==> src/rtl/div_ctrl.sv <==
// Multi-cycle restoring divider sequencer for the execute stage (32 iterations, HI/LO result).
// Define DIV_SIGNED_EN to honour signed_div_i; otherwise every division is unsigned.
module div_ctrl (
    input  logic        clk,
    input  logic        rst,
    input  logic        signed_div_i,
    input  logic [31:0] opdata1_i,
    input  logic [31:0] opdata2_i,
    input  logic        start_i,
    input  logic        annul_i,
    output logic [63:0] result_o,
    output logic        ready_o,
    output logic        busy_o
);

    typedef enum logic [1:0] {IDLE, BYZERO, ON, END} state_e;

    state_e      state_q, state_d;
    logic [5:0]  count_q, count_d;
    logic [64:0] partial_q, partial_d;
    logic [31:0] divisor_q, divisor_d;
    logic [63:0] result_q, result_d;
    logic        ready_q, ready_d;

    logic [32:0] trialDiff;
    logic [31:0] dividendMag;
    logic [31:0] divisorMag;
    logic [31:0] quotRaw;
    logic [31:0] remRaw;
    logic [31:0] quotFinal;
    logic [31:0] remFinal;

    assign trialDiff = partial_q[64:32] - {1'b0, divisor_q};
    assign quotRaw   = partial_q[31:0];
    assign remRaw    = partial_q[64:33];

`ifdef DIV_SIGNED_EN
    logic negQuot_q, negQuot_d;
    logic negRem_q, negRem_d;
    logic dividendNeg;
    logic divisorNeg;

    // The core only divides magnitudes; signs are restored once the quotient is final.
    assign dividendNeg = signed_div_i & opdata1_i[31];
    assign divisorNeg  = signed_div_i & opdata2_i[31];
    assign dividendMag = dividendNeg ? (~opdata1_i + 32'd1) : opdata1_i;
    assign divisorMag  = divisorNeg ? (~opdata2_i + 32'd1) : opdata2_i;
    assign quotFinal   = negQuot_q ? (~quotRaw + 32'd1) : quotRaw;
    assign remFinal    = negRem_q ? (~remRaw + 32'd1) : remRaw;
`else
    logic unusedSigned;

    assign unusedSigned = signed_div_i;
    assign dividendMag  = opdata1_i;
    assign divisorMag   = opdata2_i;
    assign quotFinal    = quotRaw;
    assign remFinal     = remRaw;
`endif

    always_ff @(posedge clk) begin
        if (rst) begin
            state_q   <= IDLE;
            count_q   <= 6'd0;
            partial_q <= 65'd0;
            divisor_q <= 32'd0;
            result_q  <= 64'd0;
            ready_q   <= 1'b0;
`ifdef DIV_SIGNED_EN
            negQuot_q <= 1'b0;
            negRem_q  <= 1'b0;
`endif
        end else begin
            state_q   <= state_d;
            count_q   <= count_d;
            partial_q <= partial_d;
            divisor_q <= divisor_d;
            result_q  <= result_d;
            ready_q   <= ready_d;
`ifdef DIV_SIGNED_EN
            negQuot_q <= negQuot_d;
            negRem_q  <= negRem_d;
`endif
        end
    end

    always_comb begin
        state_d   = state_q;
        count_d   = count_q;
        partial_d = partial_q;
        divisor_d = divisor_q;
        result_d  = result_q;
        ready_d   = ready_q;
`ifdef DIV_SIGNED_EN
        negQuot_d = negQuot_q;
        negRem_d  = negRem_q;
`endif
        case (state_q)
            IDLE: begin
                if (start_i && !annul_i) begin
                    if (opdata2_i == 32'd0) begin
                        state_d = BYZERO;
                    end else begin
                        state_d   = ON;
                        count_d   = 6'd0;
                        partial_d = {32'd0, dividendMag, 1'b0};
                        divisor_d = divisorMag;
`ifdef DIV_SIGNED_EN
                        negQuot_d = dividendNeg ^ divisorNeg;
                        negRem_d  = dividendNeg;
`endif
                    end
                end
            end
            BYZERO: begin
                if (annul_i) begin
                    state_d = IDLE;
                end else begin
                    state_d  = END;
                    result_d = 64'd0;
                    ready_d  = 1'b1;
                end
            end
            ON: begin
                // The extra pass with count at 32 only publishes the finished result.
                if (annul_i) begin
                    state_d  = IDLE;
                    result_d = 64'd0;
                    ready_d  = 1'b0;
                end else if (count_q == 6'd32) begin
                    state_d  = END;
                    result_d = {remFinal, quotFinal};
                    ready_d  = 1'b1;
                end else begin
                    if (trialDiff[32]) begin
                        partial_d = {partial_q[63:0], 1'b0};
                    end else begin
                        partial_d = {trialDiff[31:0], partial_q[31:0], 1'b1};
                    end
                    count_d = count_q + 6'd1;
                end
            end
            END: begin
                if (!start_i) begin
                    state_d  = IDLE;
                    result_d = 64'd0;
                    ready_d  = 1'b0;
                end
            end
            default: begin
                state_d = IDLE;
            end
        endcase
    end

    assign busy_o   = (state_q == ON) || (state_q == BYZERO);
    assign result_o = result_q;
    assign ready_o  = ready_q;

endmodule

==> config.mk <==
export PLATFORM = sky130hd
export DESIGN_NAME = div_ctrl
export DESIGN_NICKNAME = d
export VERILOG_FILES = /design/src/rtl/div_ctrl.sv
export SDC_FILE = /design/constraint.sdc
export NUM_CORES = 1
export LEC_CHECK = 0
export ABC_AREA = 1
export CAP_MARGIN = 20
export CELL_PAD_IN_SITES_DETAIL_PLACEMENT = 1
export CELL_PAD_IN_SITES_GLOBAL_PLACEMENT = 1
export CORE_MARGIN = 5
export CORE_UTILIZATION = 35
export DETAILED_ROUTE_END_ITERATION = 8
export GPL_ROUTABILITY_DRIVEN = 0
export GPL_TIMING_DRIVEN = 0
export PLACE_DENSITY_LB_ADDON = 0.1
export SLEW_MARGIN = 20
export SYNTH_ARGS = -nofsm -noshare
export SYNTH_HDL_FRONTEND = slang
export SYNTH_SLANG_ARGS = --single-unit
==> constraint.sdc <==
create_clock -name clk -period 2.5 [get_ports clk]
set_clock_uncertainty 0.1 [all_clocks]
set_input_delay 0.5 -clock clk [delete_from_list [all_inputs] [get_ports clk]]
set_output_delay 0.5 -clock clk [all_outputs]
set_load 0.01 [all_outputs]
==> qor.csv, run 1 <==
stage,metric,value,unit
layout,antenna_cells,0,
cts,clk_pin_slew_worst_paths,80,ps
synth,ys_seq_area_share,33.8,%
die,fp-row-count,62,
synth,postSynth.topFlopCell,dfxtp_1,
die,initial_core_util,35.3,%
pwr,pwr-share-seq,29.3,%
run_status,status,finished clean,
timing,slew_headroom,43.1,%
hold_path,hold_end,divisor_q[2]$_SDFFE_PP0P_,
die,die-area,32300,um2
route,top_layer_used,met5,
flow_run,drv_cap,0,
timing,hold_viol,0,
setup_path,r2r-start,partial_q[32]$_SDFFE_PP0P_,
timing,fmax,0.413,GHz
layout,stdcell_area,13300,um2
layout,finalNonFillerCells,2157,
setup_path,r2r_cells,18,
route,drt-pass1-iter-count,4,
global_routing,grtUsageTotal,22.9,%
pwr,clockPowerShare,23.6,%
global_routing,grt_pass1_vias,11200,
die,num_io_pins,135,
route,num_vias,10700,
synth,syn_nets,1687,
pwr,p_total,0.0116,W
route,wl_per_cell,17.8,um
hold_path,min_from,divisor_q[2]$_SDFFE_PP0P_,
place,place_inst,2095,
synth,synth_edf_count,0,
timing,finalCritPeriodShare,96.8,%
synth,netlist_area,10100,um2
synth,netlist.area_leader.share,33.8,%
setup_path,startpoint_type,flip-flop,
layout,syn_to_final_growth,31.6,%
place,hpwl,29.1,mm
cts,clockBufferDepth,2,
synth,synth_area_leaders,"dfxtp_1 34%, nand2_1 18%, inv_1 8.4%",
global_routing,overflow,0,
route,wl_met1,17.6,mm
synth,async_flop_share,0,%
cts,numCtsBuffers,17,
pwr,swShare,44.8,%
route,wl_met3,1.29,mm
timing,worst_pin_slew,854,ps
timing,slew_violations,0,
route,antenna_left,0,
pwr,irDropWorstVdd,0.432,mV
place,portBuffers,133,
place,place_area,11900,um2
die,fp.dieW,180,um
die,die_h,180,um
timing,finalCriticalPeriod,2420,ps
synth,ys_seq_elements,170,
layout,layout_common_cells,"471 x nand2_1, 222 x inv_1, 148 x dfxtp_1, 139 x a21oi_1, 132 x clkdlybuf4s50_1",
synth,synth_largest_area_cell,dfxtp_1,
pwr,comb_power_share,47.1,%
synth,synth.distinct_cells,36,
cts,htree_levels,4,
layout,nets,1869,
pwr,p_int,0.00642,W
setup_path,crit_path_end_kind,flip-flop,
timing,setup_violations,0,
global_routing,antenna_found_initial,3,
setup_path,crit_fanout,6,
pwr,p_sw,0.00521,W
synth,synthCells,1578,
setup_path,reg2reg_slack,80,ps
pwr,p_leak,5.86,nW
hold_path,whs_path_depth,2,
route,wl,38.3,mm
route,wl_met2,18.7,mm
layout,layout-drive-gt1-share,13.9,%
cts,clkSinkCount,170,
layout,final_common_cell,nand2_1,
synth,ys_warn_count,0,
setup_path,cp.arrival,2680,ps
die,core_area,28500,um2
setup_path,cp.required,2760,ps
route,drt_first_iter_violations,493,
cts,clk_latency,450,ps
synth,syn_avg_cell_area,6.38,um2
setup_path,worstSetupStartpoint,partial_q[32]$_SDFFE_PP0P_,
global_routing,grt_pass1_wl,59.7,mm
hold_path,hp-class,reg -> reg,
global_routing,grt_max_degree,18,
cts,tritoncts,yes,
route,viasPerCell,4.98,
pwr,power_density,877,nW/um2
setup_path,rr_endpoint,partial_q[56]$_SDFFE_PP0P_,
cts,root_buffer,clkbuf_16,
route,drc,0,
setup_path,path_class,reg -> reg,
[synth_stat cells, types with 5 or more instances]
| master | count |
|---|---|
| xnor2_1 | 7 |
| clkbuf_1 | 47 |
| nand2_2 | 22 |
| o21ai_0 | 96 |
| nand2_1 | 486 |
| buf_2 | 17 |
| dfxtp_1 | 170 |
| inv_1 | 226 |
| a21oi_2 | 13 |
| inv_2 | 10 |
| nand4_1 | 10 |
| nor2_2 | 5 |
| nor2_1 | 73 |
| nand3_1 | 135 |
| a21oi_1 | 140 |
| nand2_4 | 7 |
| ha_1 | 39 |
| a31oi_1 | 33 |
| nand3_2 | 8 |
[kinds of logic after synthesis]
group / after synthesis / share of synthesized area [%]
adder cells (fa/ha/maj): 40 / 5.05
AND/OR/NAND/NOR: 757 / 32.3
buffers and inverters: 311 / 12.4
AO/OA/AOI/OAI: 289 / 15.5
flip-flops: 170 / 33.8
XOR/XNOR: 11 / 0.957
[state kept, by name (all words and copies together), names as in the netlist]
| signal | flops |
|---|---|
| state_q | 2 |
| divisor_q | 32 |
| partial_q | 65 |
| ready_o | 1 |
| count_q | 6 |
| result_o | 64 |
[worst max-delay path by stage]
| stage | cells past startpoint | end | slack (ps) |
|---|---|---|---|
| floorplan | 18 | partial_q[54]$_SDFFE_PP0P_ | 220 |
| finish | 18 | partial_q[56]$_SDFFE_PP0P_ | 80 |
| global placement | 9 | result_o[52]$_SDFFE_PP0P_ | -720 |
| CTS | 10 | divisor_q[9]$_SDFFE_PP0P_ | 6 |
| global route | 16 | partial_q[49]$_SDFFE_PP0P_ | -50 |
| detailed placement | 9 | result_o[52]$_SDFFE_PP0P_ | -790 |
[power groups by stage]
stage	logic, W	clock network, W	registers [W]
global placement	0.00483	0	0.00345
floorplan	0.00309	0	0.00344
global route	0.00606	0.00290	0.00345
finish	0.00548	0.00275	0.00340
CTS	0.00516	0.00279	0.00340
detailed placement	0.00492	0	0.00345
[layout make-up]
class | instances | area [um2]
well taps | 384 | 480
inverters | 237 | 895
clock buffers | 17 | 425
plain buffers | 74 | 394
clock inverters | 15 | 158
flip-flops and latches | 170 | 3450
multi-input cells | 1097 | 5860
repair buffers | 163 | 1590
fillers | 3805 | 15300
[routing by layer]
metal	GRT usage, %	vias to the layer above
met1	29.5	5137
met2	39.7	172
met3	4.06	44
met4	5.76	4
li1	-	5382
met5	0	-
[per-stage QoR]
stage               setup WS (ps)  hold WS (ps)  setup TNS, ps  utilization, %
global route                -46.9           389           -227            46.4
CTS                          5.89           365              0            44.6
floorplan                     222           333              0               -
detailed placement           -789           353         -89120            41.6
finish                       80.1           361              0            46.4
global placement             -725           348         -81550            41.6
[repair_timing]
| item | in CTS | in global routing |
|---|---|---|
| buffers inserted | 15 | 14 |
| pin swaps | 6 | 10 |
| endpoints found under the setup margin | 145 | 139 |
| gates cloned | 0 | 1 |
| hold buffers | 0 | 0 |
| gates resized for setup | 42 | 105 |
[critical path: stages (launching register included)]
cell and delay (ps):
dfxtp_2 330, inv_2 70, ha_4 130, inv_2 40, fa_2 360, nand2_2 80
nand2_2 60, nand3_2 100, nand2_4 80, nand2_4 90, nand2_4 70, nand2_8 100
nand2_8 80, nand2_8 110, nand3_4 130, clkbuf_16 190, nand2_1 60, nand2_1 60
a21oi_2 110
No activity file was read; power rests on OpenSTA's default activity.
==> run 2: changes to the inputs <==
--- a/config.mk
+++ b/config.mk
@@ -15,6 +15,7 @@
 export GPL_ROUTABILITY_DRIVEN = 0
 export GPL_TIMING_DRIVEN = 0
 export PLACE_DENSITY_LB_ADDON = 0.1
+export SKIP_CTS_REPAIR_TIMING = 1
 export SLEW_MARGIN = 20
 export SYNTH_ARGS = -nofsm -noshare
 export SYNTH_HDL_FRONTEND = slang
==> run 2 against run 1 <==
Effect of this change:
- first-iteration DRC count grew 1.8%
- sequential cell count stayed put
- sequential power about the same
- hold slack better by 0.58 ps
- setup slack got worse by 78 ps
- power is 0.71% lower
- non-clock buffer count fell by 7
- register-to-register slack got worse by 80 ps
- sequential share of layout area is 0.070 points lower
- cell area rose by 0.16%
- clock-buffer cell count is the same
- global-route usage shrank 0.34 points
- largest cell class unchanged
==> qor.csv, run 2 (synthesized netlist as in run 1, its figures left out) <==
stage,metric,value,unit
setup_path,cp_top_family,simple AND/OR/NAND/NOR gates,
route,drt_first_iter_violations,502,
setup_path,worst-path-buf-inv,3,
timing,rsz0062_at_grt,yes,
layout,multi_input_area,5910,um2
setup_path,path_class,reg -> reg,
route,drt-pass1-iter-count,5,
cts,htree_levels,4,
place,hpwl,29.1,mm
pwr,p_leak,5.83,nW
timing,hold_viol,0,
pwr,swShare,44.9,%
pwr,comb_power_share,46.7,%
timing,finalCriticalPeriod,2500,ps
place,portBuffers,133,
pwr,irDropWorstVdd,0.525,mV
global_routing,grtUsageTotal,22.5,%
timing,slew_headroom,40.7,%
global_routing,grt_max_degree,18,
die,core_area,28500,um2
die,num_io_pins,135,
layout,layout_common_cells,"459 x nand2_1, 224 x inv_1, 149 x dfxtp_1, 132 x clkdlybuf4s50_1, 131 x a21oi_1",
layout,final_common_cell,nand2_1,
timing,worst_pin_slew,890,ps
global_routing,grt_pass1_wl,58.8,mm
place,place_inst,2095,
timing,slew_violations,0,
layout,largest-register,partial_q,
cts,clk_latency,450,ps
layout,largest_reg_flops,65,
die,die_h,180,um
pwr,p_int,0.00636,W
route,wl_per_cell,17.8,um
global_routing,grt_pass1_vias,11000,
setup_path,slowest_stage,fa_2,
place,place_area,11900,um2
setup_path,crit_fanout,8,
setup_path,path_cells,inv_2 -> ha_4 -> inv_4 -> fa_2 -> nand2_2 -> nand2_2 -> nand3_2 -> nand2_4 -> nand2_4 -> nand2_4 -> nand2_8 -> nand2_8 -> nand2_8 -> nand3_4 -> clkbuf_16 -> nand2_4 -> nand2_2 -> a21oi_2,
timing,fmax,0.400,GHz
route,wl,38.2,mm
layout,antenna_cells,0,
layout,final-seq-area,3440,um2
die,fp-row-count,62,
layout,nFillCells,3795,
cts,root_buffer,clkbuf_16,
die,fp.dieW,180,um
setup_path,cp.arrival,2760,ps
layout,fin_util,46.5,%
global_routing,overflow,0,
timing,finalCritPeriodShare,99.9,%
cts,clk_pin_slew_worst_paths,80,ps
setup_path,reg2reg_slack,2,ps
timing,setup_violations,0,
pwr,clockPowerShare,23.8,%
setup_path,startpoint_type,flip-flop,
route,antenna_left,0,
route,viasPerCell,5.00,
setup_path,crit_top_cell,nand2_4,
cts,tritoncts,yes,
layout,finalNonFillerCells,2150,
layout,layout-drive-gt1-share,14.6,%
run_status,status,finished clean,
route,drc,0,
hold_path,hp-class,reg -> reg,
cts,numCtsBuffers,17,
route,num_vias,10700,
cts,clkSinkCount,170,
flow_run,drv_cap,0,
setup_path,crit_path_end_kind,flip-flop,
pwr,p_total,0.0115,W
setup_path,max_stage_delay,380,ps
layout,stdcell_area,13300,um2
pwr,pwr-share-seq,29.5,%
cts,clockBufferDepth,2,
global_routing,antenna_found_initial,3,
die,die-area,32300,um2
die,initial_core_util,35.3,%
pwr,p_sw,0.00518,W
layout,syn_to_final_growth,31.8,%
setup_path,cp.required,2760,ps
layout,nets,1862,
pwr,power_density,870,nW/um2
## run 2: power groups by stage
stage | logic (W) | clock network, W | registers [W]
floorplan | 0.00309 | 0 | 0.00344
global placement | 0.00483 | 0 | 0.00345
detailed placement | 0.00492 | 0 | 0.00345
CTS | 0.00497 | 0.00279 | 0.00340
global route | 0.00598 | 0.00291 | 0.00345
finish | 0.00540 | 0.00275 | 0.00340
## run 2: path summary, 6_finish.rpt
path                         startpoint                          to  cells after the start
max reg2reg  partial_q[32]$_SDFFE_PP0P_  partial_q[56]$_SDFFE_PP0P_                     18
min           divisor_q[2]$_SDFFE_PP0P_   divisor_q[2]$_SDFFE_PP0P_                      2
max          partial_q[32]$_SDFFE_PP0P_  partial_q[56]$_SDFFE_PP0P_                     18
min reg2reg   divisor_q[2]$_SDFFE_PP0P_   divisor_q[2]$_SDFFE_PP0P_                      2
## run 2: metrics by stage
| step | hold WS [ps] | TNS, ps | setup WS (ps) |
|---|---|---|---|
| finish | 362 | 0 | 1.82 |
| global placement | 348 | -81550 | -725 |
| global route | 389 | -1340 | -97.4 |
| floorplan | 333 | 0 | 222 |
| CTS | 365 | -38820 | -587 |
| detailed placement | 353 | -89120 | -789 |
## run 2: worst min-delay path, cell delays in order (launching register included)
cell and delay [ps]:
dfxtp_1 300, inv_1 60, a21oi_1 60
## run 2: layer usage
layer	vias to the layer above	wire [um]	global-route usage [%]	share of wire, %
met5	-	27	0	0.071
met4	4	686	5.09	1.8
met3	51	1340	3.78	3.5
met2	174	18600	39.4	49
met1	5154	17600	29.2	46
li1	5366	-	-	-
## run 2: final cells by class
type	count	area share, %
inverters	237	6.74
well taps	384	3.62
multi-input cells	1097	44.5
repair buffers	156	11.8
clock inverters	15	1.19
clock buffers	17	3.21
flip-flops and latches	170	26.0
plain buffers	74	3.01
